===== src/rtl/pmu_ctl.sv =====
// pmu_ctl: memory-mapped power-management controller.
// Keyed CTRL writes schedule a shutdown or reset request on pmu_bus after a
// programmable delay. The request is held for PULSE_LEN cycles.
// The optional watchdog is compiled in with `define PMU_WDT_EN.
module pmu_ctl #(
  parameter logic [15:0] KEY       = 16'hB0A5,
  parameter int          PULSE_LEN = 4,
  parameter int          DELAY_W   = 16
) (
  input  logic        clk,
  input  logic        rst_n,
  input  logic        we,
  input  logic        re,
  input  logic [3:0]  addr,
  input  logic [31:0] wdata,
  output logic [31:0] rdata,
  output logic        pmu_shdn,
  output logic        pmu_rst,
  output logic        busy
);

  localparam logic [3:0] A_CTRL   = 4'h0;
  localparam logic [3:0] A_DELAY  = 4'h4;
  localparam logic [3:0] A_WDT    = 4'h8;
  localparam logic [3:0] A_STATUS = 4'hC;

  localparam logic [1:0] C_SHDN  = 2'b01;
  localparam logic [1:0] C_RST   = 2'b10;
  localparam logic [1:0] C_ABORT = 2'b11;

  typedef enum logic [1:0] {S_IDLE, S_WAIT, S_ASSERT} state_t;

  state_t               state_q, state_n;
  logic [1:0]           cmd_q, cmd_n;
  logic [DELAY_W-1:0]   delay_q, cnt_q;
  logic [7:0]           pcnt_q;
  logic                 key_err_q, wdt_fired_q;
  logic                 shdn_n, rstreq_n, busy_n;
  logic                 wdt_fire;
  logic [23:0]          wdt_rd;

  logic ctrl_wr, key_ok, start, abort, bad_ctrl, status_rd;
  assign ctrl_wr   = we && (addr == A_CTRL);
  assign key_ok    = (wdata[31:16] == KEY);
  assign start     = ctrl_wr && key_ok && (state_q == S_IDLE) &&
                     ((wdata[1:0] == C_SHDN) || (wdata[1:0] == C_RST));
  assign abort     = ctrl_wr && key_ok && (state_q != S_IDLE) &&
                     (wdata[1:0] == C_ABORT);
  assign bad_ctrl  = ctrl_wr && !start && !abort;
  assign status_rd = re && (addr == A_STATUS);

  // State register
  always_ff @(posedge clk) begin
    if (!rst_n) state_q <= S_IDLE;
    else        state_q <= state_n;
  end

  // Next-state and next-command logic; a watchdog expiry preempts everything
  always_comb begin
    state_n = state_q;
    cmd_n   = cmd_q;
    if (wdt_fire) begin
      state_n = S_ASSERT;
      cmd_n   = C_RST;
    end else begin
      case (state_q)
        S_IDLE: if (start) begin
          state_n = S_WAIT;
          cmd_n   = wdata[1:0];
        end
        S_WAIT: if (abort) begin
          state_n = S_IDLE;
          cmd_n   = 2'b00;
        end else if (cnt_q == '0) begin
          state_n = S_ASSERT;
        end
        S_ASSERT: if (abort || (pcnt_q == 8'd0)) begin
          state_n = S_IDLE;
          cmd_n   = 2'b00;
        end
        default: begin
          state_n = S_IDLE;
          cmd_n   = 2'b00;
        end
      endcase
    end
  end

  // Output decode from the next state, so the request lines come straight from flops
  always_comb begin
    shdn_n   = (state_n == S_ASSERT) && (cmd_n == C_SHDN);
    rstreq_n = (state_n == S_ASSERT) && (cmd_n == C_RST);
    busy_n   = (state_n != S_IDLE);
  end

  // Registered outputs, command, counters and sticky flags
  always_ff @(posedge clk) begin
    if (!rst_n) begin
      pmu_shdn    <= 1'b0;
      pmu_rst     <= 1'b0;
      busy        <= 1'b0;
      cmd_q       <= 2'b00;
      cnt_q       <= '0;
      pcnt_q      <= 8'd0;
      key_err_q   <= 1'b0;
      wdt_fired_q <= 1'b0;
    end else begin
      pmu_shdn    <= shdn_n;
      pmu_rst     <= rstreq_n;
      busy        <= busy_n;
      cmd_q       <= cmd_n;
      if (start && !wdt_fire)                  cnt_q <= delay_q;
      else if (state_q == S_WAIT && cnt_q != '0) cnt_q <= cnt_q - 1'b1;
      if (state_n == S_ASSERT && state_q != S_ASSERT) pcnt_q <= 8'(PULSE_LEN - 1);
      else if (state_q == S_ASSERT && pcnt_q != 8'd0) pcnt_q <= pcnt_q - 8'd1;
      // A new event wins over the clear from a concurrent STATUS read
      key_err_q   <= bad_ctrl | (key_err_q & ~status_rd);
      wdt_fired_q <= wdt_fire | (wdt_fired_q & ~status_rd);
    end
  end

  // DELAY register and registered read port
  always_ff @(posedge clk) begin
    if (!rst_n) begin
      delay_q <= '0;
      rdata   <= 32'd0;
    end else begin
      if (we && addr == A_DELAY) delay_q <= wdata[DELAY_W-1:0];
      rdata <= 32'd0;
      if (re) begin
        case (addr)
          A_DELAY:  rdata <= 32'(delay_q);
          A_WDT:    rdata <= {8'd0, wdt_rd};
          A_STATUS: rdata <= {27'd0, key_err_q, wdt_fired_q, cmd_q, busy};
          default:  rdata <= 32'd0;
        endcase
      end
    end
  end

`ifdef PMU_WDT_EN
  logic [23:0] wdt_reload_q, wdt_cnt_q;
  logic        wdt_en_q;

  assign wdt_fire = wdt_en_q && (wdt_cnt_q == 24'd0) && (state_q != S_ASSERT);
  assign wdt_rd   = wdt_reload_q;

  // Watchdog: any write reloads, zero disables, expiry disarms until next write
  always_ff @(posedge clk) begin
    if (!rst_n) begin
      wdt_reload_q <= 24'd0;
      wdt_cnt_q    <= 24'd0;
      wdt_en_q     <= 1'b0;
    end else if (we && addr == A_WDT) begin
      wdt_reload_q <= wdata[23:0];
      wdt_cnt_q    <= wdata[23:0];
      wdt_en_q     <= |wdata[23:0];
    end else if (wdt_fire) begin
      wdt_en_q     <= 1'b0;
    end else if (wdt_en_q && state_q != S_ASSERT) begin
      wdt_cnt_q    <= wdt_cnt_q - 24'd1;
    end
  end
`else
  assign wdt_fire = 1'b0;
  assign wdt_rd   = 24'd0;
`endif

endmodule


===== config.mk =====
export PLATFORM = sky130hd
export DESIGN_NAME = pmu_ctl
export DESIGN_NICKNAME = d
export VERILOG_FILES = /design/src/rtl/pmu_ctl.sv
export SDC_FILE = /design/constraint.sdc
export NUM_CORES = 1
export LEC_CHECK = 0
export ABC_AREA = 1
export CAP_MARGIN = 5
export CORE_MARGIN = 2
export CORE_UTILIZATION = 60
export DETAILED_ROUTE_END_ITERATION = 8
export DONT_BUFFER_PORTS = 1
export GPL_ROUTABILITY_DRIVEN = 0
export PLACE_DENSITY = 0.76
export SYNTH_ARGS = -nofsm -noshare
export SYNTH_HDL_FRONTEND = slang
export SYNTH_SLANG_ARGS = --single-unit

===== constraint.sdc =====
create_clock -name clk -period 1.9 [get_ports clk]
set_clock_uncertainty 0.05 [all_clocks]
set_input_delay 0.19 -clock clk [delete_from_list [all_inputs] [get_ports clk]]
set_output_delay 0.19 -clock clk [all_outputs]
set_load 0.005 [all_outputs]

Word-level counts from Yosys, hierarchy flattened
Cells that the tools add are included.
{ "op_classes": {"addsub": 2, "mul": 0, "div_mod_pow": 0, "magnitude_cmp": 0, "eq_ne": 12, "n_shift": 0, "mux": 14, "bitwise_logic": 5, "n_reduce_logical": 31} }
{ "ops": {"columns": ["op", "count"], "rows": [
  ["2-to-1 mux 16 bit", 2],
  ["case mux 16 bit (2 select lines)", 1],
  ["2-to-1 mux 2 bit", 9],
  ["equality test 16 bit (second input constant)", 1],
  ["logical NOT 16 bit", 1],
  ["nonzero test 16 bit", 1],
  ["subtractor 16 x 1 -> 16 bit (second input constant)", 1],
  ["logical AND 1 bit", 15],
  ["case mux 2 bit (3 select lines)", 2],
  ["equality test 2 bit (second input constant)", 5],
  ["logical NOT 8 bit", 1],
  ["nonzero test 2 bit", 4],
  ["nonzero test 8 bit", 1],
  ["subtractor 8 x 1 -> 8 bit (second input constant)", 1],
  ["equality test 2 x 1 -> 1 bit (second input constant)", 3],
  ["equality test 4 x 3 -> 1 bit (second input constant)", 1],
  ["equality test 4 bit (second input constant)", 1],
  ["logical NOT 4 bit", 1],
  ["bitwise AND 1 bit", 2],
  ["logical NOT 1 bit", 2],
  ["logical NOT 2 bit", 1],
  ["logical OR 1 bit", 2],
  ["!= test 2 bit (second input constant)", 1],
  ["NOT 1 bit", 2],
  ["other kinds (3)", 3]
]} }
{ "totals": {"ff_bits": 81, "latchBits": 0, "ram_bits": 0, "rom_bits": 0, "in_bits": 40, "out_inout_bits": 35, "word_cells": 76, "n_memories": 0} }

Longest topological paths before layout
{ "logic_depth": {"depth_word": 11, "mapped_depth": 12, "depth_no_buf": 12} }

Least setup slack after synthesis
OpenSTA, ideal clock, no wires.
{ "synth_timing": {"path_type": "register to register", "start": "register cnt_q[0]", "end": "register cnt_q[15]", "setup_time_ps": 128, "arrival_ps": 1444, "setup_slack_ps": 279, "stages_incl_launch_ff": 13, "path_cell_list": "dfxtp_1 -> inv_1 -> ha_1 -> nand2_1 -> nor2_2 -> nand3_1 -> nand2_2 -> inv_2 -> buf_6 -> nand2_1 -> nand2_1 -> nor2_1 -> nor2_1"} }
{ "synth_via": {"elab_chain_cells": 3, "word_cells_on_any_way": 6} }
{ "synth_rtl": {"columns": ["item", "line_no", "source"], "rows": [
  ["start: declaration", "35", "logic [DELAY_W-1:0] delay_q, cnt_q;"],
  ["start signal: assignment", "112", "if (start && !wdt_fire) cnt_q <= delay_q;"],
  ["start signal: assignment", "113", "else if (state_q == S_WAIT && cnt_q != '0) cnt_q <= cnt_q - 1'b1;"],
  ["subtractor 16 x 1 -> 16 bit / nonzero test 16 bit (equally long branches)", "113", null],
  ["2-to-1 mux 16 bit / logical AND 1 bit (equally long branches)", "113", null],
  ["2-to-1 mux 16 bit / nonzero test 2 bit (equally long branches)", null, null]
]} }
Several ways; a longest one is shown, not always the timed one. The select of a mux whose other input is x is not followed.
A chain may end at the register's enable or synchronous reset.

Worst setup path in the final report
{ "layout_timing": {"start": "input addr[0]", "end": "register pmu_shdn"} }
{ "layout_via": {"elab_chain_cells": 10, "word_cells_on_any_way": 19} }
{ "layout_rtl": {"columns": ["item", "line_no", "source"], "rows": [
  ["start: declaration", "14", "input logic [3:0] addr,"],
  ["logical NOT 4 bit (*)", "43", "assign ctrl_wr = we && (addr == A_CTRL);"],
  ["logical AND 1 bit (*)", "43", null],
  ["logical AND 1 bit (*)", "45, 47", null],
  ["logical AND 1 bit (2 in a row)", "47", "assign abort = ctrl_wr && key_ok && (state_q != S_IDLE) &&"],
  ["logical OR 1 bit", "77", "S_ASSERT: if (abort || (pcnt_q == 8'd0)) begin"],
  ["2-to-1 mux 2 bit", "77", null],
  ["case mux 2 bit (3 select lines)", "66", "case (state_q)"],
  ["equality test 2 bit / equality test 2 x 1 -> 1 bit (equally long branches)", "91", "shdn_n = (state_n == S_ASSERT) && (cmd_n == C_SHDN);"],
  ["logical AND 1 bit (*)", "91", null],
  ["end signal: assignment", "108", "pmu_shdn <= shdn_n;"],
  ["end: declaration", "17", "output logic pmu_shdn,"]
]} }
Mark *: on every way between the ends. The rest lies on a longest branch, timed or not.

==> impl_metrics.tcl <==
set metrics [dict create \
    status "completed" \
    synth-seq-cells 65 \
    drive_above_1_share_pct 9.20 \
    path_max_fanout 6 \
    grt_overflow 0 \
    leakage_uw 0.00167 \
    worstPathArrival_ns 2.06 \
    drtPass1Iterations 4 \
    fp-row-count 27 \
    clockRootBuffer "clkbuf_8" \
    preCtsSetupSlack_ns 0.108 \
    min_from "wdata[6]" \
    start_util_pct 61.6 \
    p_per_area_mw_per_mm2 749 \
    fin_crit_sh_pct 97.5 \
    cts_inserted_buffers 9 \
    hold_violations 0 \
    diodes 0 \
    area_growth_pct 11.4 \
    port_buffers 0 \
    holdWs_ns 0.00821 \
    crit_chain "dlygate4sd3_1 > nor2_8 > nand3_4 > nor2_4 > nand3_1 > o21ai_0 > nand2_1 > nand2_1 > nand2_1 > nor2_1" \
    period_minus_slack_ns 1.85 \
    avgRoutedWirePerCell_um 14.0 \
    ant_nets 0 \
    clkTransAtPathRegs_ns 0.07 \
    gr-usage-all-layers_pct 26.8 \
    grt_pass1_vias 2895 \
    die_w_um 79.0 \
    reg2reg_slack_ns 0.19 \
    cts_num_sinks 65 \
    hold_depth 2 \
    rsz0062_at_grt "true" \
    netlist_area_mm2 0.00337 \
    intPower_uw 2220 \
    setup_ws_ns 0.0470 \
    crit_type "input port to register" \
    ff2ff_path_depth 12 \
    routed_wl_um 8000 \
    peakVddDrop_mv 0.573 \
    h-tree-depth 3 \
    cp.required_ns 2.11 \
    drtIter0Drc 186 \
    cpPeakStageDelay_ns 0.61 \
    crit_path_start_kind "input port" \
    relSlewSlack_pct 46.5 \
    fin_nets 539 \
    hpwl_um 5510 \
    cp_slowest_cell "dlygate4sd3_1" \
    r2r_end "cnt_q[13]" \
    grt_pass1_wl_um 13100 \
    synth_cell_types 32 \
    fmax_mhz 540 \
    p_sw_share_pct 21.0 \
    seq_area_frac_synth_pct 38.6 \
    fillers 456 \
    clk_latency_ns 0.35 \
    antenna_found_initial 0 \
    post_synth.cell_area_avg_um2 7.08 \
    timing.critical_path.mode_cell "nand2_1" \
    routed_via_density 5.37 \
    utilization_pct 68.7 \
    cap_violations 0 \
    die-area_mm2 0.00624 \
    share_comb_of_total_power_pct 4.2 \
    worst_pin_slew_ns 0.801 \
    hold_path_end "delay_q[6]" \
    netlist_instances 476 \
    r2r_start "cnt_q[0]" \
    final_max_slew_viol_count 0 \
    hp-class "input port to register" \
    drc_errors 0 \
    fin_area_mm2 0.00376 \
    cts_max_path_buffers 2 \
    vias 3069 \
    placed_area_mm2 0.00334 \
    crit_path_end_kind "register" \
    p_seq_share_pct 48.9 \
    clock_power_share_pct 47.0 \
    core_area_mm2 0.00547 \
    fp.dieH_um 79.0 \
    io_pins 75 \
    finalSetupViolations 0 \
    tritoncts "yes" \
    yosysWarningCount 0 \
    p_sw_uw 590 \
    grt_max_degree 23 \
]
==> critical path: cells and delay by family <==
| family | cells | cell delay [ns] |
|---|---|---|
| buffers and inverters | 1 | 0.61 |
| and+or+nand+nor | 8 | 1.00 |
| AOI/OAI and AO/OA | 1 | 0.26 |
==> cells in the mapped netlist, drive strengths merged <==
master | count | area share [%]
a21oi | 30 | 4.5
and2 | 2 | 0.45
buf | 22 | 5.2
clkbuf | 11 | 1.3
conb | 1 | 0.11
dfxtp | 65 | 39
ha | 4 | 1.5
inv | 66 | 7.3
mux2i | 1 | 0.30
nand2 | 80 | 9.4
nand3 | 46 | 7.6
nand3b | 2 | 0.45
nand4 | 18 | 3.3
nor2 | 79 | 10
nor3 | 14 | 2.4
o21ai | 17 | 2.5
o21bai | 1 | 0.22
xnor2 | 5 | 1.3
xor2 | 12 | 3.1
==> routing by layer <==
layer  vias to the layer above  global-route usage, %  routed length (µm)
li1                       1519                      -                   -
met1                      1437                   32.0                3420
met2                        96                   45.3                4000
met3                        17                   5.91                 416
met4                         0                   13.6                 161
met5                         -                      0                   0
==> state kept, by name, indices dropped and copies added, names as in the netlist <==
signal       flops
busy             1
state_q          2
cnt_q           16
delay_q         16
pmu_shdn         1
pcnt_q           8
pmu_rst          1
wdt_fired_q      1
key_err_q        1
rdata           16
cmd_q            2
==> placed cells by master, fill, tap and decap left out, drive strengths merged, types with 15 or more instances in the layout <==
cell / netlist / final
nand2: 80 / 80
nor2: 79 / 79
inv: 66 / 66
dfxtp: 65 / 65
nand3: 46 / 46
a21oi: 30 / 30
nand4: 18 / 18
o21ai: 17 / 17
conb: 1 / 16
clkbuf: 11 / 15
==> through the flow <==
stage | instances | power [µW] | setup TNS, ns
detailed placement | 536 | 1490 | 0
global placement | 536 | 1480 | 0
CTS | 566 | 2820 | 0
finish | 572 | 2810 | 0
global route | 572 | 2890 | -0.0726
floorplan | 491 | 1510 | 0
==> area by class of cell <==
type | count | area (µm²) | area share (%)
inverter | 66 | 248 | 6.59
clock buffer | 14 | 163 | 4.33
clock inverter | 2 | 60.1 | 1.60
timing repair buffer | 26 | 231 | 6.16
sequential | 65 | 1300 | 34.6
tap | 72 | 90.1 | 2.40
multi-input combinational | 327 | 1660 | 44.3
==> what timing repair did <==
item | CTS | global route
hold buffers | 14 | 0
resized for setup | 0 | 4
endpoints found under the hold margin | 38 | 0
endpoints found under the setup margin | 0 | 34
buffers inserted | 0 | 6
==> worst max path at each step <==
stage                      to      from  slack (ns)  cells past startpoint
floorplan           cnt_q[15]  cnt_q[0]        0.28                     12
global placement    cnt_q[13]  cnt_q[0]        0.22                     12
detailed placement  cnt_q[13]  cnt_q[0]        0.11                     12
CTS                 cnt_q[13]  cnt_q[0]        0.06                     12
global route         pmu_shdn   addr[0]       -0.06                     10
finish               pmu_shdn   addr[0]        0.05                     10
==> power by group through the flow <==
stage / sequential, µW / combinational [µW] / clock (µW)
global placement: 1400 / 78.4 / 0
detailed placement: 1400 / 81.0 / 0
finish: 1370 / 118 / 1320
CTS: 1370 / 115 / 1330
floorplan: 1400 / 105 / 0
global route: 1370 / 133 / 1390
==> cell families after synthesis <==
group	Yosys count	share of synthesized area, %
buffers and inverters	99	13.9
adder cells (fa/ha/maj)	4	1.48
other	1	0.111
AO/OA/AOI/OAI	48	7.20
AND/OR/NAND/NOR	241	34.0
flip-flops	65	38.6
multiplexers	1	0.297
XOR/XNOR	17	4.42
Note: power is estimated with default switching activity, not from simulation.
